--- src/rtl/alu181_nibble_seq.sv ---
// alu181_nibble_seq
// Runs a wide (4*NIBBLES bit) operation through a single 4-bit 74181-style
// ALU, one nibble per cycle, rippling the ALU carry-out into the next slice.
//
// Ports:
//   clk, rst           clock (rising edge), synchronous active-high reset
//   start              begin an operation (ignored while busy)
//   a, b, s, m, cin_n  operands, function select, mode, active-low carry-in
//   busy               high while slices are processed
//   done               one-cycle pulse; f / cout_n / eql valid from here on
//   f, cout_n, eql     result word, final active-low carry, AND of A=B
//   alu_a/b/s/m/notc   drive to the external ALU
//   alu_f/cout/eql     combinational return from the external ALU
//
// Build option: define ALU181_SEQ_EQL_EN to accumulate the per-slice A=B
// outputs into eql; when undefined, eql is tied low and alu_eql is ignored.

module alu181_nibble_seq #(
  parameter int NIBBLES = 4
) (
  input  logic                 clk,
  input  logic                 rst,
  input  logic                 start,
  input  logic [4*NIBBLES-1:0] a,
  input  logic [4*NIBBLES-1:0] b,
  input  logic [3:0]           s,
  input  logic                 m,
  input  logic                 cin_n,
  output logic                 busy,
  output logic                 done,
  output logic [4*NIBBLES-1:0] f,
  output logic                 cout_n,
  output logic                 eql,
  output logic [3:0]           alu_a,
  output logic [3:0]           alu_b,
  output logic [3:0]           alu_s,
  output logic                 alu_m,
  output logic                 alu_notc,
  input  logic [3:0]           alu_f,
  input  logic                 alu_cout,
  input  logic                 alu_eql
);

  localparam int IW = $clog2(NIBBLES);
  localparam logic [IW-1:0] LAST = IW'(NIBBLES - 1);

  typedef enum logic [1:0] {IDLE, RUN, DONE} state_t;

  state_t                    state;
  logic [IW-1:0]             idx;
  logic [NIBBLES-1:0][3:0]   a_r, b_r, f_acc, f_next;
  logic [3:0]                s_r;
  logic                      m_r;
  logic                      carry;   // active-low, same polarity as alu_notc

  wire run = (state == RUN);

  // ALU pins are parked (operands 0, no carry) outside RUN.
  assign alu_a    = run ? a_r[idx] : 4'h0;
  assign alu_b    = run ? b_r[idx] : 4'h0;
  assign alu_s    = run ? s_r      : 4'h0;
  assign alu_m    = run ? m_r      : 1'b0;
  assign alu_notc = run ? carry    : 1'b1;

  // Partial word with the current slice merged in; becomes f on the last slice.
  always_comb begin
    f_next      = f_acc;
    f_next[idx] = alu_f;
  end

`ifdef ALU181_SEQ_EQL_EN
  logic eql_acc;
`else
  logic unused_alu_eql;
  assign unused_alu_eql = alu_eql;
  assign eql            = 1'b0;
`endif

  always_ff @(posedge clk) begin
    if (rst) begin
      state  <= IDLE;
      busy   <= 1'b0;
      done   <= 1'b0;
      f      <= '0;
      cout_n <= 1'b1;
      idx    <= '0;
      a_r    <= '0;
      b_r    <= '0;
      s_r    <= '0;
      m_r    <= 1'b0;
      carry  <= 1'b1;
      f_acc  <= '0;
`ifdef ALU181_SEQ_EQL_EN
      eql     <= 1'b0;
      eql_acc <= 1'b0;
`endif
    end else begin
      done <= 1'b0;
      case (state)
        IDLE, DONE: begin
          if (start) begin
            a_r   <= a;
            b_r   <= b;
            s_r   <= s;
            m_r   <= m;
            carry <= cin_n;
            idx   <= '0;
            f_acc <= '0;
            busy  <= 1'b1;
            state <= RUN;
`ifdef ALU181_SEQ_EQL_EN
            eql_acc <= 1'b1;
`endif
          end else begin
            state <= IDLE;
          end
        end
        RUN: begin
          f_acc <= f_next;
          carry <= alu_cout;   // Cn+4 -> Cn, no inversion
          idx   <= idx + IW'(1);
`ifdef ALU181_SEQ_EQL_EN
          eql_acc <= eql_acc & alu_eql;
`endif
          if (idx == LAST) begin
            state  <= DONE;
            busy   <= 1'b0;
            done   <= 1'b1;
            f      <= f_next;
            cout_n <= alu_cout;
`ifdef ALU181_SEQ_EQL_EN
            eql    <= eql_acc & alu_eql;
`endif
          end
        end
        default: state <= IDLE;
      endcase
    end
  end

endmodule

--- config.mk ---
export PLATFORM = sky130hd
export DESIGN_NAME = alu181_nibble_seq
export DESIGN_NICKNAME = d
export VERILOG_FILES = /design/src/rtl/alu181_nibble_seq.sv
export SDC_FILE = /design/constraint.sdc
export NUM_CORES = 1
export LEC_CHECK = 0
export ABC_AREA = 1
export CORE_MARGIN = 2
export CORE_UTILIZATION = 50
export DETAILED_ROUTE_END_ITERATION = 12
export GPL_TIMING_DRIVEN = 0
export PLACE_DENSITY = 0.89
export SLEW_MARGIN = 20
export SYNTH_ARGS = -nofsm -noshare
export SYNTH_HDL_FRONTEND = slang
export SYNTH_SLANG_ARGS = --single-unit
--- constraint.sdc ---
create_clock -name clk -period 3.25 [get_ports clk]
set_input_delay 0.65 -clock clk [delete_from_list [all_inputs] [get_ports clk]]
set_output_delay 0.65 -clock clk [all_outputs]
set_load 0.01 [all_outputs]
==> out/metrics.yaml <==
status:
  status: "complete, no violations"
finish:
  drive_gt1_share_pct: 8.03
  seqCellArea_sq_um: 1460
  postLayoutCoreUtil_pct: 69.3
  multiInputGateArea_sq_um: 1340
  layout.nets: 631
  areaGrowthSynthToFinish_pct: 33.9
  stdcell_count: 662
  diodes: 0
  fillers: 521
setup_path:
  path_class: "reg2out"
  cp-end-kind: "output port"
  r2r_slack_ns: 1.21
  cp-start-kind: "flop"
  timing.rr.end: "f[5]"
  path_cells: "buf_4 -> inv_2 -> buf_2 -> nand2_1 -> nand3_1 -> a21oi_1 -> clkdlybuf4s50_1"
  required_ns: 2.60
  slowest_stage: "clkdlybuf4s50_1"
  cp.arrival_ns: 2.15
  slowest_delay_ns: 0.57
  r2r_start: "idx[1]"
  crit_fanout: 11
  reg2regPathDepth: 9
clock_tree:
  root_buffer: "clkbuf_8"
  clock_latency_ns: 0.35
  clock_path_buffers: 2
  postCtsHoldBufs: 0
  ctsResizeCount: 0
  cts_sinks: 73
  cts_setup_buffers: 0
  cts_tree: "built"
  path_clk_slew_ns: 0.07
  htree_levels: 3
  cts_buffers: 9
synth:
  syn_area_per_cell_sq_um: 6.73
  synth_seq_cells: 73
  synth_compound_area_share_pct: 15.4
  ys_seq_area_share_pct: 44.2
  synthAdderAreaFrac_pct: 1.51
  synth-simple-area-share_pct: 23.6
  synth_nets: 542
  ys_warn_count: 0
  netlist_area_sq_um: 3300
  synth_cell_types: 18
  synth_top_family_by_area: "simple AND/OR/NAND/NOR gates"
  synth-xor-area-share_pct: 0
  synthCells: 491
  muxShareOfSynthArea_pct: 0
global_route:
  grt_usage_pct: 25.2
  grt_pass1_vias: 3121
  grt_overflow: 0
  antenna_found_initial: 0
  grt_max_degree: 13
  grt_first_pass_wirelength_um: 14600
sta:
  rsz0062_at_grt: "no"
  fin_tns_setup_ns: 0
  period_share_pct: 86.3
  setup_viol: 0
  relSlewSlack_pct: 62.4
  finalClockSkew_ns: 0.00912
  worst_pin_slew_ns: 0.563
  fin_ws_ns: 0.447
  finalHoldViolCount: 0
  period_minus_slack_ns: 2.80
  finalMaxSlewViolations: 0
  fmax_mhz: 357
  holdWs_ns: 0.451
detailed_routing:
  drtIter0Drc: 199
  ant_nets: 0
  wl_per_cell_um: 13.4
  drc: 0
  wirelength_um: 8860
  viasPerCell: 5.16
  vias: 3417
  first_pass_iters: 5
placed_design:
  place_ws_ns: 0.846
  place_hpwl_um: 6260
  gp_congestion: 0.883
  io_buffers: 78
  dpl.cell_count: 646
pwr:
  leakage_nw: 1.95
  peakVddDrop_mv: 0.351
  power_density_nw_per_um2: 493
hold_path:
  holdPathEnd: "s_r[2]"
  min_delay_path_depth: 2
  holdCritPathClass: "reg2reg"
  hp-start: "s_r[2]"
floorplan:
  start_util_pct: 51.7
  dieWidth_um: 85.3
  chipHeight_um: 85.3
  core-area_sq_um: 6390
  placement_rows: 29
  dieArea_sq_um: 7280
  io_pins: 81
flow_run:
  max_cap_violations: 0
-- worst max-delay path: cells and delay by family (launching register included) --
family	cells	cell delay (ns)
DFF	1	0.38
AOI/OAI and AO/OA	1	0.18
and+or+nand+nor	2	0.15
buffers and inverters	4	1.10
-- cell type report --
class,instances,share of cell area [%]
sequential,73,33.0
multi-input combinational,297,30.3
timing repair buffer,78,17.6
inverter,90,7.63
buffer,31,3.68
clock buffer,11,3.19
clock inverter,5,2.32
tap,77,2.18
-- through the flow --
stage               instance area, sq um  power (W)
detailed placement                  4180    0.00132
global route                        4430    0.00226
floorplan                           3300    0.00118
finish                              4430    0.00218
global placement                    4180    0.00131
CTS                                 4430    0.00218
-- cells by family (layout without fill, tap and decap cells) --
group           count (synthesis)  in the layout
flops                          73             73
compound gates                101            101
fa+ha+maj                       4              4
buf+inv                       121            215
simple gates                  191            191
other cells                     1              1
-- how the worst max path moves through the flow --
stage	start	to	slack, ns	cells after the start
3_5_place_dp	idx[0]	alu_a[3]	0.85	7
5_1_grt	idx[0]	alu_a[1]	0.33	7
4_1_cts	idx[0]	alu_a[3]	0.47	7
6_report	idx[0]	alu_a[3]	0.45	7
3_3_place_gp	idx[0]	alu_a[3]	0.85	7
2_1_floorplan	idx[0]	alu_a[0]	1.54	6
-- routing by layer --
metal  global-route usage, %  vias up  part of all wire, %
met5                       0        -                    0
met4                    9.96        0                  1.3
met3                    5.84       12                  6.8
met2                    40.3      141                   48
met1                    33.1     1572                   44
li1                        -     1692                    -
-- power by group --
part	leakage, nW	switching, W	internal [W]
logic	1.23	0.000199	0.000149
clock network	0.120	0.000341	0.000530
registers	0.599	0.0000172	0.000944
total	1.95	0.000558	0.00162
-- state kept, by name, indices dropped and copies added (netlist names) --
signal and flops:
a_r 16, b_r 16, busy 1, carry 1, cout_n 1, done 1, f 16, f_acc 12
idx 2, m_r 1, s_r 4, state 2
-- Yosys cell counts, drive strengths merged --
cell,n,area share [%]
a21oi,61,9.2
buf,25,4.2
clkbuf,6,0.76
clkinv,1,0.11
conb,1,0.11
dfxtp,73,44
ha,4,1.5
inv,89,10
nand2,122,14
nand3,47,7.1
nor2,21,2.4
o211ai,1,0.23
o21ai,39,5.9
or2,1,0.19
-- placed cells by master (no fill, tap or decap), drive strengths merged --
cell type and instances:
o211ai 1, dfxtp 73, nand2 122, nand3 47, inv 89, conb 1, nor2 21, bufinv 3
clkinv 2, clkinvlp 1, ha 4, or2 1, clkdlybuf4s50 78, o21ai 39, clkbuf 17, a21oi 61
buf 25
(Power assumes the default switching activity.)
==> variant, RTL diff (same flow settings) <==
Build with the macro `ALU181_SEQ_EQL_EN` defined.
--- a/src/rtl/alu181_nibble_seq.sv
+++ b/src/rtl/alu181_nibble_seq.sv
@@ -14,6 +14,8 @@
 //
 // Build option: define ALU181_SEQ_EQL_EN to accumulate the per-slice A=B
 // outputs into eql; when undefined, eql is tied low and alu_eql is ignored.
+
+`define ALU181_SEQ_EQL_EN
 
 module alu181_nibble_seq #(
   parameter int NIBBLES = 4
Formal check against the unedited RTL: not equivalent (a bounded check fails within 10 cycles, from zero or initial values and one cycle with rst high).
==> variant against the unedited design <==
Critical path depth unchanged. Sequential cell count increased by 2. Worst setup slack better by 7.5 ps. Wire length shrank 2.8%. Final area grew 1.1%. Area after synthesis increased by 2.3%. Non-clock buffer count up 1. Core utilization hardly changed. Total power down 6.0%. Global-route usage is 0.90 points lower. Clock power shrank 18%.
==> variant: results (changes against the unedited design) <==
** Timing
- The setup clock skew after layout came to 6.15 ps (-2.97 ps).
- Rel. slew slack :: 70.7% (+8.2 points)

** Worst setup path
- Launch instance of the worst register-to-register path :: idx[1]
- Worst setup path endpoint :: alu_a[0]
- Register-to-Register Setup Slack :: 1280 ps (+70 ps)
- In this run the worst setup path begins at idx[0].
- The worst register-to-register path ends at f[1].
- Logic depth of the worst register-to-register path :: 9 (unchanged)

** Global routing
- Pin count of the biggest net entering global routing :: 12 (-1)
- The met2 routing resource usage after global routing was 41.3% (+1.0 points).
- Met3 routing resource usage after global routing :: 3.71% (-2.1 points)
- The met1 capacity usage during global routing came to 30.7% (-2.3 points).
- The number of global-route vias before repair is 3233 (+3.6%).
- Wire length of the first global-routing pass :: 14400 microns (-1.4%)
- Global-route total usage across every layer :: 24.3% (-0.90 points)

** Synthesis
- Ranked by instance count, the synthesized netlist is headed by nand2_1 (124), inv_1 (90), dfxtp_1 (75).
- Syn Nets :: 553 (+2.0%)
- The sequential share of the synthesized area was 44.4% (+0.17 points).
- The cell count after synthesis came to 502 (+2.2%).
- Share of synthesized registers carrying an async set or reset :: 0% (unchanged)
- Netlist cell types :: 18 (unchanged)
- Largest cells by area after synthesis :: dfxtp_1 (44%), nand2_1 (14%), inv_1 (10%)

** Power
- The peak supply drop was 0.253 mV (-28%).
- Leakage :: 1.98 nW (+1.7%)
- The switching power summed over all nets is 0.000538 W (-3.5%).

** Run status
- The flow ran to the end, and the final reports show no timing, DRC or antenna violations.

** Finish
- Non-filler cells in the finished layout :: 674 (+1.8%)
- # nets final :: 644 (+2.1%)
- Share of post-route cells with drive strength above 1 :: 7.20% (-0.83 points)
- The filler cell count in the final layout was 551 (+5.8%).

** Place
- The count of buffers inserted at the top-level ports was 80 (+2.6%).
- The routability congestion estimate was 0.877 (-0.68%).
- The sum of net half-perimeters after detailed placement came to 6370 microns (+1.7%).
- Cells after DPL :: 659 (+2.0%)
- The area of placed instances was 4280 sq um (+2.3%).

** Clock tree
- Clk Latency, worst-skew pair :: 350 ps (about the same)
- Clock tree synthesis selected as its root buffer the cell clkbuf_8.

** Drt
- The number of DRC violations after detailed-routing iteration 0 came to 192 (-3.5%).
- The final antenna-violating net count came to 0 (unchanged).
- Vias per cell :: 5.07 (-1.8%)
- Routed Wire Length :: 8610 microns (-2.8%)
-- variant: changes by cell type after synthesis, moves of 2 or more --
cell | unedited run | this run
clkbuf_2 | 2 | 0
dfxtp_1 | 73 | 75
inv_1 | 86 | 90
nand2_1 | 121 | 124
nor2_1 | 21 | 25
-- variant: worst min path at each step --
stage	from	endpoint	slack, ps	depth (start not counted)
after floorplan	b_r[10]	b_r[10]	430	2
after global placement	b_r[4]	b_r[4]	440	2
after detailed placement	a_r[5]	a_r[5]	440	2
after CTS	a_r[5]	a_r[5]	450	2
after global routing	a_r[7]	a_r[7]	470	2
final	b_r[14]	b_r[14]	450	2
-- variant: routing by layer --
layer | up-vias | routed length (microns)
li1 | 1726 | -
met1 | 1552 | 3830
met2 | 118 | 4080
met3 | 21 | 473
met4 | 0 | 226
met5 | - | 0
-- variant: cells by family (layout without fill, tap and decap cells) --
group / Yosys count / in the layout / synth area share [%]
compound gates: 102 / 102 / 15.2
fa+ha+maj: 4 / 4 / 1.48
buf+inv: 123 / 218 / 14.9
flops: 75 / 75 / 44.4
simple gates: 198 / 198 / 24.0
-- variant: layout make-up --
type	count	area [sq um]	area share (%)
flip-flops and latches	75	1500	33.6
multi-input cells	304	1380	30.7
repair buffers	80	801	17.9
inverters	93	349	7.80
clock buffers	13	159	3.55
plain buffers	30	156	3.50
well taps	77	96.3	2.15
clock inverters	2	35.0	0.783
-- variant: power by group through the flow --
stage / combinational (W) / sequential (W) / clock (W)
after floorplan: 0.000205 / 0.00100 / 0
after global placement: 0.000332 / 0.00101 / 0
after detailed placement: 0.000343 / 0.00101 / 0
after CTS: 0.000345 / 0.000988 / 0.000726
after global routing: 0.000386 / 0.000992 / 0.000769
final: 0.000347 / 0.000988 / 0.000716
-- variant: metrics by stage --
step                      setup slack (ps)  total power [W]
after global placement                 881          0.00134
final                                  454          0.00205
after floorplan                       1540          0.00121
after detailed placement               851          0.00135
after CTS                              462          0.00206
after global routing                   331          0.00215
-- variant: worst max-delay path, stage by stage (launching register included) --
cell and delay (ps):
dfxtp_1 370, buf_4 190, inv_2 110, buf_2 220
nand2_1 100, nand3_1 70, a21oi_1 180, clkdlybuf4s50_1 560
